**src/rtl/debugger_protocol_pkg.sv**
```systemverilog
// Shared constants and state encoding for the debugger host command processor.
// Opcodes arrive from the host; response codes go back with bit 7 set.
package debugger_protocol_pkg;

  localparam logic [7:0] OP_READ   = 8'h01;
  localparam logic [7:0] OP_WRITE  = 8'h02;
  localparam logic [7:0] OP_PING   = 8'h03;

  localparam logic [7:0] RSP_READ  = 8'h81;
  localparam logic [7:0] RSP_WRITE = 8'h82;
  localparam logic [7:0] RSP_PING  = 8'h83;
  localparam logic [7:0] RSP_ERR   = 8'hEE;

  typedef enum logic [2:0] {
    ST_IDLE,
    ST_ID_HI,
    ST_ID_LO,
    ST_DATA_HI,
    ST_DATA_LO,
    ST_ACCESS,
    ST_RESP
  } state_t;

endpackage

```
**src/rtl/debugger_protocol.sv**
```systemverilog
// Host command processor: parses framed READ/WRITE/PING commands from the debug UART,
// performs one value-bus access per command and serialises the response back.
module debugger_protocol
  import debugger_protocol_pkg::*;
#(
  parameter int TIMEOUT_CYCLES = 1_000_000
) (
  input  logic        i_clk,
  input  logic        i_reset_n,
  input  logic        i_rx_valid,
  input  logic [7:0]  i_rx_data,
  output logic        o_tx_valid,
  output logic [7:0]  o_tx_data,
  input  logic        i_tx_ready,
  output logic        o_values_ena,
  output logic        o_values_wea,
  output logic [15:0] o_values_id,
  output logic [15:0] o_values_data,
  input  logic [15:0] i_values_data,
  output logic        o_rx_overrun,
  output logic        o_timeout
);

  localparam int CNT_W = (TIMEOUT_CYCLES > 1) ? $clog2(TIMEOUT_CYCLES) : 1;
  localparam logic [CNT_W-1:0] CNT_MAX = CNT_W'(TIMEOUT_CYCLES - 1);

  state_t           state;
  logic [7:0]       opcode;
  logic [CNT_W-1:0] idle_cnt;
  logic [1:0]       byte_idx;
  logic [1:0]       last_idx;
  logic [7:0]       resp_b1;
  logic [7:0]       resp_b2;
  logic             waiting;
  logic             busy;

  assign waiting = (state == ST_ID_HI) || (state == ST_ID_LO) ||
                   (state == ST_DATA_HI) || (state == ST_DATA_LO);
  assign busy    = (state == ST_ACCESS) || (state == ST_RESP);

  // A received byte always takes priority over an expiring timeout in the same cycle.
  always_ff @(posedge i_clk or negedge i_reset_n) begin
    if (!i_reset_n) begin
      state         <= ST_IDLE;
      opcode        <= 8'h00;
      idle_cnt      <= '0;
      byte_idx      <= 2'd0;
      last_idx      <= 2'd0;
      resp_b1       <= 8'h00;
      resp_b2       <= 8'h00;
      o_tx_valid    <= 1'b0;
      o_tx_data     <= 8'h00;
      o_values_ena  <= 1'b0;
      o_values_wea  <= 1'b0;
      o_values_id   <= 16'h0000;
      o_values_data <= 16'h0000;
      o_rx_overrun  <= 1'b0;
      o_timeout     <= 1'b0;
    end else begin
      o_rx_overrun <= i_rx_valid && busy;
      o_timeout    <= 1'b0;

      if (waiting) begin
        if (i_rx_valid) begin
          idle_cnt <= '0;
        end else if (idle_cnt == CNT_MAX) begin
          o_timeout <= 1'b1;
          state     <= ST_IDLE;
        end else begin
          idle_cnt <= idle_cnt + 1'b1;
        end
      end

      case (state)
        ST_IDLE: begin
          if (i_rx_valid) begin
            opcode   <= i_rx_data;
            idle_cnt <= '0;
            byte_idx <= 2'd0;
            case (i_rx_data)
              OP_READ, OP_WRITE: state <= ST_ID_HI;
              OP_PING: begin
                o_tx_valid <= 1'b1;
                o_tx_data  <= RSP_PING;
                last_idx   <= 2'd0;
                state      <= ST_RESP;
              end
              default: begin
                o_tx_valid <= 1'b1;
                o_tx_data  <= RSP_ERR;
                resp_b1    <= i_rx_data;
                last_idx   <= 2'd1;
                state      <= ST_RESP;
              end
            endcase
          end
        end
        ST_ID_HI: begin
          if (i_rx_valid) begin
            o_values_id[15:8] <= i_rx_data;
            state             <= ST_ID_LO;
          end
        end
        ST_ID_LO: begin
          if (i_rx_valid) begin
            o_values_id[7:0] <= i_rx_data;
            if (opcode == OP_WRITE) begin
              state <= ST_DATA_HI;
            end else begin
              o_values_ena <= 1'b1;
              o_values_wea <= 1'b0;
              state        <= ST_ACCESS;
            end
          end
        end
        ST_DATA_HI: begin
          if (i_rx_valid) begin
            o_values_data[15:8] <= i_rx_data;
            state               <= ST_DATA_LO;
          end
        end
        ST_DATA_LO: begin
          if (i_rx_valid) begin
            o_values_data[7:0] <= i_rx_data;
            o_values_ena       <= 1'b1;
            o_values_wea       <= 1'b1;
            state              <= ST_ACCESS;
          end
        end
        // Read data is only valid while the strobe is up, so capture it here.
        ST_ACCESS: begin
          o_values_ena <= 1'b0;
          o_values_wea <= 1'b0;
          resp_b1      <= i_values_data[15:8];
          resp_b2      <= i_values_data[7:0];
          byte_idx     <= 2'd0;
          o_tx_valid   <= 1'b1;
          if (o_values_wea) begin
            o_tx_data <= RSP_WRITE;
            last_idx  <= 2'd0;
          end else begin
            o_tx_data <= RSP_READ;
            last_idx  <= 2'd2;
          end
          state <= ST_RESP;
        end
        ST_RESP: begin
          if (o_tx_valid && i_tx_ready) begin
            if (byte_idx == last_idx) begin
              o_tx_valid <= 1'b0;
              state      <= ST_IDLE;
            end else begin
              byte_idx  <= byte_idx + 2'd1;
              o_tx_data <= (byte_idx == 2'd0) ? resp_b1 : resp_b2;
            end
          end
        end
        default: state <= ST_IDLE;
      endcase
    end
  end

endmodule

```
**config.mk**
```make
export PLATFORM = sky130hd
export DESIGN_NAME = debugger_protocol
export DESIGN_NICKNAME = d
export VERILOG_FILES = /design/src/rtl/debugger_protocol_pkg.sv /design/src/rtl/debugger_protocol.sv
export SDC_FILE = /design/constraint.sdc
export NUM_CORES = 1
export LEC_CHECK = 0
export CAP_MARGIN = 20
export CORE_MARGIN = 2
export CORE_UTILIZATION = 45
export DETAILED_ROUTE_END_ITERATION = 12
export PLACE_DENSITY = 0.75
export SETUP_SLACK_MARGIN = 0.4
export SYNTH_ARGS = -nofsm -noshare
export SYNTH_HDL_FRONTEND = slang
export SYNTH_SLANG_ARGS = --single-unit
```
**constraint.sdc**
```tcl
create_clock -name i_clk -period 3.45 [get_ports i_clk]
set_clock_uncertainty 0.05 [all_clocks]
set_input_delay 0.5175 -clock i_clk [delete_from_list [all_inputs] [get_ports i_clk]]
set_output_delay 0.5175 -clock i_clk [all_outputs]
set_load 0.005 [all_outputs]
```
==> results.py <==
metrics = {
    "worst_setup_path": {
        "worstSetupPathType": "flop to flop",
        "cp-start-kind": "flop",
        "crit_path_max_fanout": 17,
        "endpoint_kind": "flop",
        "crit_required_ns": 3.65,
        "arrival_ns": 2.81,
    },
    "yosys": {
        "ys_ff_latch": 96,
        "yosysWarnings": 0,
        "ys_top_cells_by_area": "dfrtp_1 (53%), mux2_2 (10%), nand2_1 (4.7%)",
        "synthDistinctLibCells": 53,
        "synthArstFlopShare_pct": 100,
        "synth_edf_count": 0,
        "synth_nets": 455,
        "yosysSeqAreaShare_pct": 52.6,
        "yosysTopAreaCellShare_pct": 52.6,
        "syn_area_per_cell_um2": 10.7,
        "synth_ff_type": "dfrtp_1",
        "yosysTopAreaCell": "dfrtp_1",
        "syn_area_mm2": 0.00457,
        "syn_inst": 425,
    },
    "final_layout": {
        "antenna_cells": 0,
        "layout_commonest_cell": "dfrtp_1",
        "drive_gt1_share_pct": 16.2,
        "fin_cells": 634,
        "nets": 526,
        "mostFrequentLayoutCells": "dfrtp_1 (96), clkdlybuf4s50_1 (71), nand2_1 (57)",
        "fill_cells": 861,
        "synthToLayoutAreaGrowth_pct": 22.8,
    },
    "die": {
        "rows": 36,
        "io_pins": 73,
        "die_height_um": 105,
        "dieArea_mm2": 0.0110,
        "start_util_pct": 46.5,
        "die_w_um": 105,
        "core_area_mm2": 0.00982,
    },
    "global_route": {
        "grt_pass1_vias": 3423,
        "overflow": 0,
        "grt_start_max_net_pins": 48,
        "grt_usage_pct": 20.0,
        "antenna_found_initial": 0,
        "grt_pass1_wl_um": 17500,
    },
    "clock_tree": {
        "cts_resized": 0,
        "insertion_delay_ns": 0.37,
        "numCtsBuffers": 9,
        "post_cts_buffers": 0,
        "clk_pin_slew_ns": 0.09,
        "hold_buffers": 0,
        "cts_tree": "yes",
        "cts_buffer_depth": 2,
        "h-tree-depth": 3,
        "root_buffer": "clkbuf_8",
        "clkSinkCount": 96,
    },
    "route": {
        "drt_pass1_iterations": 5,
        "post_drt_wl_per_cell_um": 16.8,
        "num_vias": 3518,
        "viasPerCell": 5.55,
        "drtIter0Drc": 234,
        "antenna_left": 0,
        "drc": 0,
        "drt-total-wl_um": 10600,
    },
    "timing": {
        "worst_slack_ns": 0.843,
        "final-hold-violation-count": 0,
        "period_share_pct": 75.6,
        "max_slew_margin_pct": 44.1,
        "drv_slew": 0,
        "fin_crit_ns": 2.61,
        "fin_tns_setup_ns": 0,
        "tightest_slew_ns": 0.836,
        "setup_viol": 0,
        "rsz0062_at_grt": "false",
        "max_freq_mhz": 384,
    },
    "placed_design": {
        "gp_congestion": 0.830,
        "numPortBuffers": 72,
        "pre_cts_ws_ns": 0.676,
        "dp.cells": 618,
        "place_hpwl_um": 7510,
    },
    "status": {
        "outcome": "finished clean",
    },
    "power_and_ir_drop": {
        "p_leak_nw": 2.40,
        "fin_total_pwr_mw": 4.43,
        "ir_worst_vdd_v": 0.000483,
        "p_per_area_mw_per_mm2": 789,
    },
    "flow_run": {
        "cap_violations": 0,
    },
    "worst_hold_path": {
        "hp-class": "input port to async pin",
    },
}
## worst paths after layout
check,start,end,slack [ns],cells past startpoint
hold / removal,i_reset_n,resp_b1[4]$_DFFE_PN0P_,0.11,1
min in group i_clk,resp_b2[2]$_DFFE_PN0P_,resp_b2[2]$_DFFE_PN0P_,0.44,2
setup reg to reg,state[0]$_DFF_PN0_,o_tx_data[5]$_DFFE_PN0P_,0.84,5
hold reg to reg,resp_b2[2]$_DFFE_PN0P_,resp_b2[2]$_DFFE_PN0P_,0.44,2
setup / recovery,state[0]$_DFF_PN0_,o_tx_data[5]$_DFFE_PN0P_,0.84,5
max in group asynchronous,i_reset_n,o_values_data[12]$_DFFE_PN0P_,2.46,2
## per-stage QoR
| stage | area (um^2) | util [%] | hold WS, ns |
|---|---|---|---|
| floorplan | 4570 | - | 0.172 |
| global placement | 5430 | 55.3 | 0.410 |
| detailed placement | 5430 | 55.3 | 0.415 |
| CTS | 5610 | 57.1 | 0.120 |
| global route | 5610 | 57.1 | 0.155 |
| finish | 5610 | 57.1 | 0.107 |
## cell usage after synthesis (3+ instances only)
library cell / instances
nand2b_1: 3
o22ai_1: 3
nand4_1: 5
xor2_1: 12
nor3_1: 4
or3_1: 5
o21ai_0: 14
and4_1: 5
dfrtp_1: 96
inv_1: 6
or2_2: 4
o2bb2ai_1: 4
mux2i_1: 7
nand2_1: 57
nor2_1: 37
mux2_2: 42
mux2_4: 6
and3_1: 6
nor4_1: 3
o211ai_1: 4
a21oi_1: 13
clkbuf_1: 17
and2_1: 6
a22oi_1: 3
o2111ai_1: 4
xnor2_1: 3
nand3_1: 8
a31oi_1: 14
## power breakdown
part | internal, mW | switching (mW) | total [mW]
clock | 0.321 | 0.381 | 0.702
sequential | 1.55 | 0.299 | 1.85
combinational | 1.04 | 0.831 | 1.87
## sequential cells by signal, indices dropped and copies added, names as in the netlist
register       flops
byte_idx           2
state              3
idle_cnt          20
opcode             8
resp_b2            8
o_values_ena       1
o_values_id       16
last_idx           2
o_tx_valid         1
o_values_wea       1
o_rx_overrun       1
o_tx_data          8
o_timeout          1
o_values_data     16
resp_b1            8
## critical path: stages (launching register included)
cell and delay, ns:
dfrtp_1 0.55, or3_1 0.60, nor2_8 0.25, a21oi_2 0.10
or3_1 0.58, mux2_4 0.37
## cell families after synthesis
kind of cell               Yosys count  synth area share [%]
adders and majority gates            2                 0.548
and+or+nand+nor                    153                  16.5
muxes                               55                  13.9
buffers and inverters               28                  2.63
DFF                                 96                  52.6
AOI/OAI and AO/OA                   76                  11.0
xor gates and xnor gates            15                  2.88
## layer usage
| layer | track usage [%] | share of wire (%) | routed length, um | up-vias |
|---|---|---|---|---|
| li1 | - | - | - | 1659 |
| met5 | 0 | 0 | 0 | - |
| met2 | 30.2 | 47 | 4980 | 91 |
| met4 | 7.24 | 1.2 | 128 | 0 |
| met3 | 5.12 | 6.5 | 696 | 12 |
| met1 | 27.9 | 45 | 4820 | 1756 |
## final cells by class
| type | count | area, um^2 | area share [%] |
|---|---|---|---|
| Sequential cell | 96 | 2400 | 42.8 |
| Multi-Input combinational cell | 301 | 2050 | 36.5 |
| Timing Repair Buffer | 81 | 786 | 14.0 |
| Clock buffer | 14 | 173 | 3.08 |
| Tap cell | 133 | 166 | 2.97 |
| Inverter | 7 | 26.3 | 0.468 |
| Clock inverter | 2 | 12.5 | 0.223 |
(Power assumes the default switching activity.)
